--- src/rtl/blur_stream_ctrl_if.sv ---
// blur_stream_ctrl_if: stream handshake and blur-datapath control bundle
interface blur_stream_ctrl_if;
  logic        in_valid;
  logic        in_sop;
  logic        in_packet_video;
  logic        in_ready;
  logic        out_ready;
  logic        shift_en;
  logic        sel_blur;
  logic        out_valid;
  logic        out_sop;
  logic        out_eop;
  logic [10:0] x_count;
  logic [10:0] y_count;
  logic        short_frame;
  modport master (
    output in_valid, in_sop, in_packet_video, out_ready,
    input  in_ready, shift_en, sel_blur, out_valid, out_sop, out_eop, x_count, y_count, short_frame
  );
  modport slave (
    input  in_valid, in_sop, in_packet_video, out_ready,
    output in_ready, shift_en, sel_blur, out_valid, out_sop, out_eop, x_count, y_count, short_frame
  );
endinterface

--- src/rtl/blur_stream_ctrl.sv ---
// blur_stream_ctrl: packet/line tracking and mux/shift control for a horizontal blur stream
module blur_stream_ctrl #(
  parameter int IMAGE_W = 640,
  parameter int IMAGE_H = 480,
  parameter int TAPS    = 4
) (
  input logic clk,
  input logic reset,
  blur_stream_ctrl_if.slave s
);
  localparam logic [1:0] IDLE  = 2'd0;
  localparam logic [1:0] CTRL  = 2'd1;
  localparam logic [1:0] VIDEO = 2'd2;
  localparam int FW = $clog2(TAPS + 1);
  logic [1:0]    state;
  logic [10:0]   px, py;
  logic [FW-1:0] fill, fill_nxt;
  logic          accept, pix, line_end, last;
  assign s.in_ready = s.out_ready | ~s.out_valid;
  assign accept     = s.in_valid & s.in_ready;
  assign pix        = accept & ~s.in_sop & (state == VIDEO);
  assign s.shift_en = pix & ~reset;
  assign line_end   = px == 11'(IMAGE_W - 1);
  assign last       = line_end & (py == 11'(IMAGE_H - 1));
  assign fill_nxt   = (fill == FW'(TAPS)) ? fill : fill + 1'b1;
  // px/py address the next pixel; x_count/y_count report the one just accepted
  always_ff @(posedge clk) begin
    if (reset) begin
      state         <= IDLE;
      px            <= '0;
      py            <= '0;
      fill          <= '0;
      s.x_count     <= '0;
      s.y_count     <= '0;
      s.out_valid   <= 1'b0;
      s.out_sop     <= 1'b0;
      s.out_eop     <= 1'b0;
      s.sel_blur    <= 1'b0;
      s.short_frame <= 1'b0;
    end else if (accept) begin
      s.short_frame <= s.in_sop & (state == VIDEO);
      if (s.in_sop) begin
        state       <= s.in_packet_video ? VIDEO : CTRL;
        px          <= '0;
        py          <= '0;
        fill        <= '0;
        s.x_count   <= '0;
        s.y_count   <= '0;
        s.out_valid <= 1'b1;
        s.out_sop   <= 1'b1;
        s.out_eop   <= 1'b0;
        s.sel_blur  <= 1'b0;
      end else begin
        s.out_valid <= state != IDLE;
        s.out_sop   <= 1'b0;
        s.out_eop   <= pix & last;
        s.sel_blur  <= pix & (fill_nxt == FW'(TAPS));
        if (pix) begin
          s.x_count <= last ? 11'd0 : px;
          s.y_count <= last ? 11'd0 : py;
          px        <= line_end ? 11'd0 : px + 11'd1;
          py        <= last ? 11'd0 : (line_end ? py + 11'd1 : py);
          fill      <= line_end ? '0 : fill_nxt;
          if (last) state <= IDLE;
        end
      end
    end else begin
      s.short_frame <= 1'b0;
      if (s.out_ready) s.out_valid <= 1'b0;
    end
  end
endmodule

--- src/flat_wrapper.sv ---
// flat-port wrapper written by rule: the top's interface ports become plain ports
module blur_stream_ctrl_flat 
#(
  parameter int IMAGE_W = 640,
  parameter int IMAGE_H = 480,
  parameter int TAPS    = 4
)
  (clk, reset, s_in_valid, s_in_sop, s_in_packet_video, s_out_ready, s_in_ready, s_shift_en, s_sel_blur, s_out_valid, s_out_sop, s_out_eop, s_x_count, s_y_count, s_short_frame);
  blur_stream_ctrl_if s_i ();
  input logic clk;
  input logic reset;
  input wire logic [$bits(s_i.in_valid)-1:0] s_in_valid;
  input wire logic [$bits(s_i.in_sop)-1:0] s_in_sop;
  input wire logic [$bits(s_i.in_packet_video)-1:0] s_in_packet_video;
  input wire logic [$bits(s_i.out_ready)-1:0] s_out_ready;
  output wire logic [$bits(s_i.in_ready)-1:0] s_in_ready;
  output wire logic [$bits(s_i.shift_en)-1:0] s_shift_en;
  output wire logic [$bits(s_i.sel_blur)-1:0] s_sel_blur;
  output wire logic [$bits(s_i.out_valid)-1:0] s_out_valid;
  output wire logic [$bits(s_i.out_sop)-1:0] s_out_sop;
  output wire logic [$bits(s_i.out_eop)-1:0] s_out_eop;
  output wire logic [$bits(s_i.x_count)-1:0] s_x_count;
  output wire logic [$bits(s_i.y_count)-1:0] s_y_count;
  output wire logic [$bits(s_i.short_frame)-1:0] s_short_frame;
  assign s_i.in_valid = s_in_valid;
  assign s_i.in_sop = s_in_sop;
  assign s_i.in_packet_video = s_in_packet_video;
  assign s_i.out_ready = s_out_ready;
  assign s_in_ready = s_i.in_ready;
  assign s_shift_en = s_i.shift_en;
  assign s_sel_blur = s_i.sel_blur;
  assign s_out_valid = s_i.out_valid;
  assign s_out_sop = s_i.out_sop;
  assign s_out_eop = s_i.out_eop;
  assign s_x_count = s_i.x_count;
  assign s_y_count = s_i.y_count;
  assign s_short_frame = s_i.short_frame;
  blur_stream_ctrl #(.IMAGE_W(IMAGE_W), .IMAGE_H(IMAGE_H), .TAPS(TAPS)) u_core (.clk(clk), .reset(reset), .s(s_i));
endmodule
--- config.mk ---
export PLATFORM = sky130hd
export DESIGN_NAME = blur_stream_ctrl_flat
export DESIGN_NICKNAME = d
export VERILOG_FILES = /design/src/rtl/blur_stream_ctrl_if.sv /design/src/rtl/blur_stream_ctrl.sv /design/src/flat_wrapper.sv
export SDC_FILE = /design/constraint.sdc
export NUM_CORES = 1
export LEC_CHECK = 0
export BUFFER_PORTS_ARGS = -buffer_cell sky130_fd_sc_hd__buf_2
export CORE_AREA = 3 3 90 92
export DETAILED_ROUTE_END_ITERATION = 10
export DIE_AREA = 0 0 93 95
export PLACE_DENSITY = 0.55
export SLEW_MARGIN = 20
export SYNTH_ARGS = -nofsm -noshare
export SYNTH_HDL_FRONTEND = slang
export SYNTH_SLANG_ARGS = --single-unit
export TNS_END_PERCENT = 50
--- constraint.sdc ---
create_clock -name clk -period 3.8 [get_ports clk]
set_clock_uncertainty 0.1 [all_clocks]
set_input_delay 0.76 -clock clk [delete_from_list [all_inputs] [get_ports clk]]
set_output_delay 0.76 -clock clk [all_outputs]
set_load 0.03 [all_outputs]
# After elaboration in Yosys (flattened, before gate mapping)
# Index checks and enable logic that the tools add are counted.
# totals
ram_bits,0
wordCells,68
inputBits,6
romBits,0
register_bits,54
latchBits,0
memories,0
# classes
n_addsub,3
mux,27
eq_ne,5
mul,0
n_reduce_logical,9
n_div,0
shift,0
bitwise_logic,13
magnitude_cmp,0
# op_table
cell,n
two-way mux 11 bit,13
"adder 11 x 1 -> 11 bit, second input constant",2
two-way mux 3 bit,4
"== test 11 x 10 -> 1 bit, second input constant",1
"== test 11 x 9 -> 1 bit, second input constant",1
bitwise AND 1 bit,8
two-way mux 2 bit,4
nonzero test 2 bit,4
"== test 3 bit, second input constant",2
two-way mux 1 bit,6
AND reduction 3 bit,2
inverter 1 bit,4
"adder 3 x 1 -> 3 bit, second input constant",1
nonzero test 3 bit,1
"== test 2 bit, second input constant",1
AND reduction 2 bit,1
OR reduction 2 bit,1
bitwise OR 1 bit,1

# Longest topological paths before layout
# Gate-level depths: netlist of run 1.
# logic_depth
word_depth,7
ltp_mapped,9

# Worst setup path before layout of run 1
# OpenSTA, ideal clock, no wires.
# synth_timing
kind,input to output
from,input s_out_ready
to,output s_shift_en
path_stages,3
arrival_ns,1.625
path_slack_ns,1.315
path_cell_list,nor2b_1 -> a211o_1 -> nor3_2
# synth_between
elab_chain_cells,5
# synth_rtl
element,line_no,text
from (decl),flat_wrapper.sv:15,input wire logic [$bits(s_i.out_ready)-1:0] s_out_ready;
bitwise OR 1 bit,blur_stream_ctrl.sv:19,assign s.in_ready = s.out_ready | ~s.out_valid;
bitwise AND 1 bit,blur_stream_ctrl.sv:20,assign accept = s.in_valid & s.in_ready;
bitwise AND 1 bit (2 in a row),blur_stream_ctrl.sv:21,assign pix = accept & ~s.in_sop & (state == VIDEO);
bitwise AND 1 bit,blur_stream_ctrl.sv:22,assign s.shift_en = pix & ~reset;
to (decl),flat_wrapper.sv:17,output wire logic [$bits(s_i.shift_en)-1:0] s_shift_en;
# Every way passes these cells.

# Worst setup path after layout of run 1
# layout_timing
from,input s_in_sop
to,output s_shift_en
# layout_between
elab_chain_cells,4
# layout_rtl
element,line_no,text
from (decl),flat_wrapper.sv:13,input wire logic [$bits(s_i.in_sop)-1:0] s_in_sop;
inverter 1 bit,blur_stream_ctrl.sv:21,
bitwise AND 1 bit (2 in a row),blur_stream_ctrl.sv:21,
bitwise AND 1 bit,blur_stream_ctrl.sv:22,
# Every way passes these cells.

==> impl_metrics.yaml, run 1 <==
timing:
  fin_crit_ns: 3.05
  fin_setup_tns_ns: 0
  timing.final.max_slew_violations: 0
  worst_pin_slew_ns: 0.645
  hold_viol_final: 0
  relSlewSlack: 0.568
  setup_slack_ns: 0.750
  fin_crit_sh: 0.803
  whs_ns: 0.381
  clock.fmax_mhz: 328
  setup_viol: 0
  rsz0062_at_grt: "no"
floorplanning:
  die_w_um: 93
  io_pins: 35
  dieArea_sq_um: 8840
  start_util: 0.320
  fp.dieH_um: 95
  row_count: 31
  core_sq_um: 7290
placed_design:
  gp_congestion: 0.782
  hpwl_um: 3580
  dp_cells: 369
  placedInstanceArea_sq_um: 2580
  io_buffers: 34
  pre_cts_ws_ns: 0.753
power:
  seqPwrFrac: 0.587
  p_int_mw: 0.741
  p_total_mw: 0.983
  p_leak_nw: 1.04
  p_clk_frac: 0.346
  swShare: 0.246
  comb_power_share: 0.067
  power_density_nw_per_um2: 367
  p_sw_mw: 0.242
  vdd_ir_drop_max_mv: 0.115
worst_setup_path:
  max_stage_delay_ns: 0.46
  rr_endpoint: "u_core.py[6]"
  cp_cell_sequence: "buf_2 > inv_2 > a211o_1 > nor3_2 > buf_2"
  worstPathMaxFanout: 14
  cp-end-kind: "output pin"
  worstReg2RegStart: "u_core.px[0]"
  crit_path_frequent_cell: "buf_2"
  critPathLaunchType: "input port"
  path_buf_inv: 3
  rrSetupSlack_ns: 1.50
  cp_data_arrival_time_ns: 2.19
  cp_slowest_cell: "a211o_1"
  critPathKind: "in -> out"
  worst_r2r_path_depth: 6
  cpLargestDelayFamily: "buffers and inverters"
  critPathRequiredTime_ns: 2.94
clock_network:
  path_clk_slew_ns: 0.10
  postCtsSetupBuffers: 0
  cts_resized: 0
  htree_levels: 2
  clockBufferDepth: 2
  insertion_delay_ns: 0.30
  clockRootBuffer: "clkbuf_8"
  numCtsBuffers: 5
  cts_hold_buf: 0
  cts.sinks: 54
  cts_tree: "yes"
global_route:
  grt_overflow: 0
  antenna_found_initial: 0
  grt_pass1_wl_um: 8590
  grt_max_degree: 30
  track_usage: 0.121
  first_global_vias: 1700
synthesis:
  ys_ff_latch: 54
  synth_cells: 246
  synth.area.top_cells: "dfxtp_1 46%, a22o_1 8.3%, nor2_1 4.2%"
  yosysWarnings: 0
  netlist-cell-type-count: 47
  synth_area_per_cell_sq_um: 9.48
  synth.largest_area_cell: "dfxtp_1"
  netlist.area_leader.share: 0.464
  syn-num-nets: 256
  yosysSeqAreaShare: 0.464
  syn_area_sq_um: 2330
routing:
  via_count: 1889
  viasPerCell: 5.01
  first_pass_iters: 4
  ant_nets: 0
  drt-wirelength-per-cell_um: 13.4
  wl_um: 5050
  drc: 0
  drt-initial-drc-count: 86
layout:
  antenna_cells: 0
  final_cell_count_no_fill: 377
  area_growth_pct: 14.8
  seq_area_sq_um: 1080
  fill_cells: 764
  drive_gt1_frac: 0.201
  fin_area_sq_um: 2680
  multiInputGateArea_sq_um: 1150
  final_core_util: 0.367
  final_nets: 287
worst_hold_path:
  hold_depth: 1
  hold_path.class: "reg -> reg"
  hold_end: "u_core.s.y_count[9]"
  hp-start: "u_core.s.y_count[9]"
job:
  max_cap_viol_count: 0
outcome:
  outcome: "finished, final reports clean"
-- power by group through the flow --
stage	combinational, mW	clock, mW	sequential (mW)
global route	0.0728	0.378	0.578
floorplan	0.0456	0	0.592
detailed placement	0.0668	0	0.590
finish	0.0663	0.340	0.577
CTS	0.0669	0.353	0.577
global placement	0.0665	0	0.590
-- synth_stat cells (all sizes together) --
master and count:
mux2i 3, nor2 26, nor4b 2, and2 4
nand4 4, clkbuf 7, a211o 1, a22o 22
o31ai 1, nand3 14, xnor2 2, a41oi 1
nor2b 2, inv 7, nor4 1, nand4b 1
and3 4, a211oi 3, a32oi 1, a22oi 3
o21ai 6, nor3 8, a31oi 5, o311ai 2
buf 6, a311oi 2, a2bb2oi 1, nand4bb 1
or4 1, nand2b 2, nand2 13, and4 4
a21oi 19, ha 4, dfxtp 54, xor2 6
nand3b 3
-- layout make-up --
class                           count  area share
Clock buffer                        6      0.0309
Clock inverter                      2     0.00608
Inverter                            7     0.00982
Multi-Input combinational cell    172       0.431
Sequential cell                    54       0.404
Tap cell                           99      0.0463
Timing Repair Buffer               37      0.0720
-- state kept, by name, summed over array words and instances, names as in the netlist --
name	cells
u_core.s.out_eop	1
u_core.s.out_sop	1
u_core.state	2
u_core.px	11
u_core.fill	3
u_core.py	11
u_core.s.sel_blur	1
u_core.s.out_valid	1
u_core.s.y_count	11
u_core.s.x_count	11
u_core.s.short_frame	1
-- per-layer routing --
layer / wire [um] / track usage
met3: 226 / 0.0279
met5: 0 / 0
met1: 2580 / 0.168
met2: 2190 / 0.188
met4: 55 / 0.0342
-- layout by cell type (no fill, tap or decap), drive strengths merged, types with 2 or more instances in the layout --
cell    instances
dfxtp          54
nand3b          3
nor3            8
and3            4
o21ai           6
a211oi          3
nor2b           2
a21oi          19
nand4           4
and2            4
nand3          14
a22oi           3
nand2b          2
xor2            6
a22o           22
nor4b           2
mux2i           3
nor2           26
o311ai          2
and4            4
xnor2           2
buf            37
a31oi           5
clkbuf          6
ha              4
nand2          13
a311oi          2
inv             8
-- worst max-delay path by stage --
stage	startpoint	end	slack, ns	cells past startpoint
after floorplan	s_out_ready	s_shift_en	1.31	3
after global placement	s_in_sop	s_shift_en	0.79	5
after detailed placement	s_in_sop	s_shift_en	0.75	5
after CTS	s_in_sop	s_shift_en	0.75	5
after global routing	s_in_sop	s_shift_en	0.66	5
final	s_in_sop	s_shift_en	0.75	5
-- cells by family after synthesis --
group	Yosys count	synth area share
and+or+nand+nor	90	0.215
AOI/OAI and AO/OA	67	0.216
DFF	54	0.464
buffers and inverters	20	0.0413
xor gates and xnor gates	8	0.0301
adders and majority gates	4	0.0215
muxes	3	0.0129
No activity file was read; power rests on OpenSTA's default activity.
==> run 2, diff against run 1 <==
- PLACE_DENSITY: 0.55 -> 0.57
- clock period: 3.8 -> 2.5 ns (I/O delays scaled with it)
==> run 2 against run 1 <==
Final area increased by 1.1%; final cell count is 1.3% higher; critical path depth fell by 1; worst setup slack lost 0.62 ns; first-iteration DRC count up 20%; flip-flop and latch count is the same; utilization grew 0.41 points; global-route usage rose by 0.27 points; sequential power grew 52%; via count up 0.58%; register-to-register slack got worse by 1.3 ns; critical endpoint unchanged; largest cell class unchanged; largest power group unchanged; highest routed layer unchanged.
==> impl_metrics.yaml, run 2 (synthesis gave the netlist of run 1 again) <==
routing:
  first_pass_iters: 4
  drc: 0
  via_count: 1900
  drt-wirelength-per-cell_um: 13.5
  viasPerCell: 4.97
  ant_nets: 0
  wl_um: 5160
  drt-initial-drc-count: 103
global_route:
  first_global_vias: 1748
  antenna_found_initial: 0
  grt_overflow: 0
  track_usage: 0.124
  grt_max_degree: 22
  grt_pass1_wl_um: 8690
clock_network:
  insertion_delay_ns: 0.31
  cts_resized: 0
  clockRootBuffer: "clkbuf_8"
  cts_tree: "yes"
  postCtsSetupBuffers: 0
  cts_hold_buf: 0
  htree_levels: 2
  cts.sinks: 54
  numCtsBuffers: 5
  clockBufferDepth: 2
  path_clk_slew_ns: 0.09
floorplanning:
  dieArea_sq_um: 8840
  die_w_um: 93
  core_sq_um: 7290
  io_pins: 35
  row_count: 31
  start_util: 0.320
  fp.dieH_um: 95
timing:
  hold_viol_final: 0
  fin_setup_tns_ns: 0
  clock.fmax_mhz: 422
  whs_ns: 0.351
  relSlewSlack: 0.541
  timing.final.max_slew_violations: 0
  setup_viol: 0
  setup_slack_ns: 0.131
  fin_crit_ns: 2.37
  fin_crit_sh: 0.948
  worst_pin_slew_ns: 0.686
  rsz0062_at_grt: "no"
layout:
  area_growth_pct: 16.1
  final_cell_count_no_fill: 382
  final_nets: 293
  final_cell_mix: "54 x dfxtp_1, 34 x buf_2, 26 x nor2_1"
  fin_area_sq_um: 2710
  final_core_util: 0.371
  final_common_cell: "dfxtp_1"
  drive_gt1_frac: 0.216
  antenna_cells: 0
placed_design:
  io_buffers: 34
  hpwl_um: 3730
  dp_cells: 375
  gp_congestion: 0.794
  pre_cts_ws_ns: 0.227
  placedInstanceArea_sq_um: 2620
worst_setup_path:
  cp_data_arrival_time_ns: 1.77
  cp-end-kind: "output pin"
  max_stage_delay_ns: 0.34
  critPathKind: "reg -> out"
  cp_cell_sequence: "nand2b_1 > a211o_1 > nor3_2 > buf_2"
  critPathRequiredTime_ns: 1.90
  cp_slowest_cell: "dfxtp_1"
  worstPathMaxFanout: 5
  critPathLaunchType: "flip-flop"
power:
  vdd_ir_drop_max_mv: 0.210
  power_density_nw_per_um2: 541
  p_leak_nw: 1.05
  p_total_mw: 1.46
worst_hold_path:
  hold_path.class: "in -> reg"
job:
  max_cap_viol_count: 0
outcome:
  outcome: "finished, final reports clean"
[run 2: final timing paths]
path | from | end | slack (ns) | cells past startpoint
hold / removal | s_in_packet_video | u_core.state[1] | 0.35 | 3
setup reg to reg | u_core.py[0] | u_core.s.x_count[1] | 0.22 | 7
hold reg to reg | u_core.s.y_count[6] | u_core.s.y_count[6] | 0.38 | 1
setup / recovery | u_core.state[0] | s_shift_en | 0.13 | 4
[run 2: critical path: cells and delay by family (launching register included)]
| kind | cells | cell delay, ns |
|---|---|---|
| compound gates | 1 | 0.34 |
| buf+inv | 1 | 0.27 |
| flops | 1 | 0.34 |
| simple gates | 2 | 0.50 |
[run 2: area by class of cell]
class | instances | area, sq um
Inverter | 7 | 26.3
Clock buffer | 5 | 68.8
Clock inverter | 2 | 15.0
Tap cell | 99 | 124
Multi-Input combinational cell | 172 | 1150
Timing Repair Buffer | 43 | 238
Fill cell | 790 | 4590
Sequential cell | 54 | 1080
[run 2: where the power goes]
part | internal [mW] | switching, mW
Sequential | 0.868 | 0.00816
Combinational | 0.0352 | 0.0731
Clock | 0.192 | 0.287
Total | 1.10 | 0.368
[run 2: per-layer routing]
metal,part of all wire,GRT usage,vias up
li1,-,-,987
met1,0.51,0.165,871
met2,0.45,0.198,37
met3,0.034,0.0287,5
met4,0.015,0.0403,0
met5,0,0,-
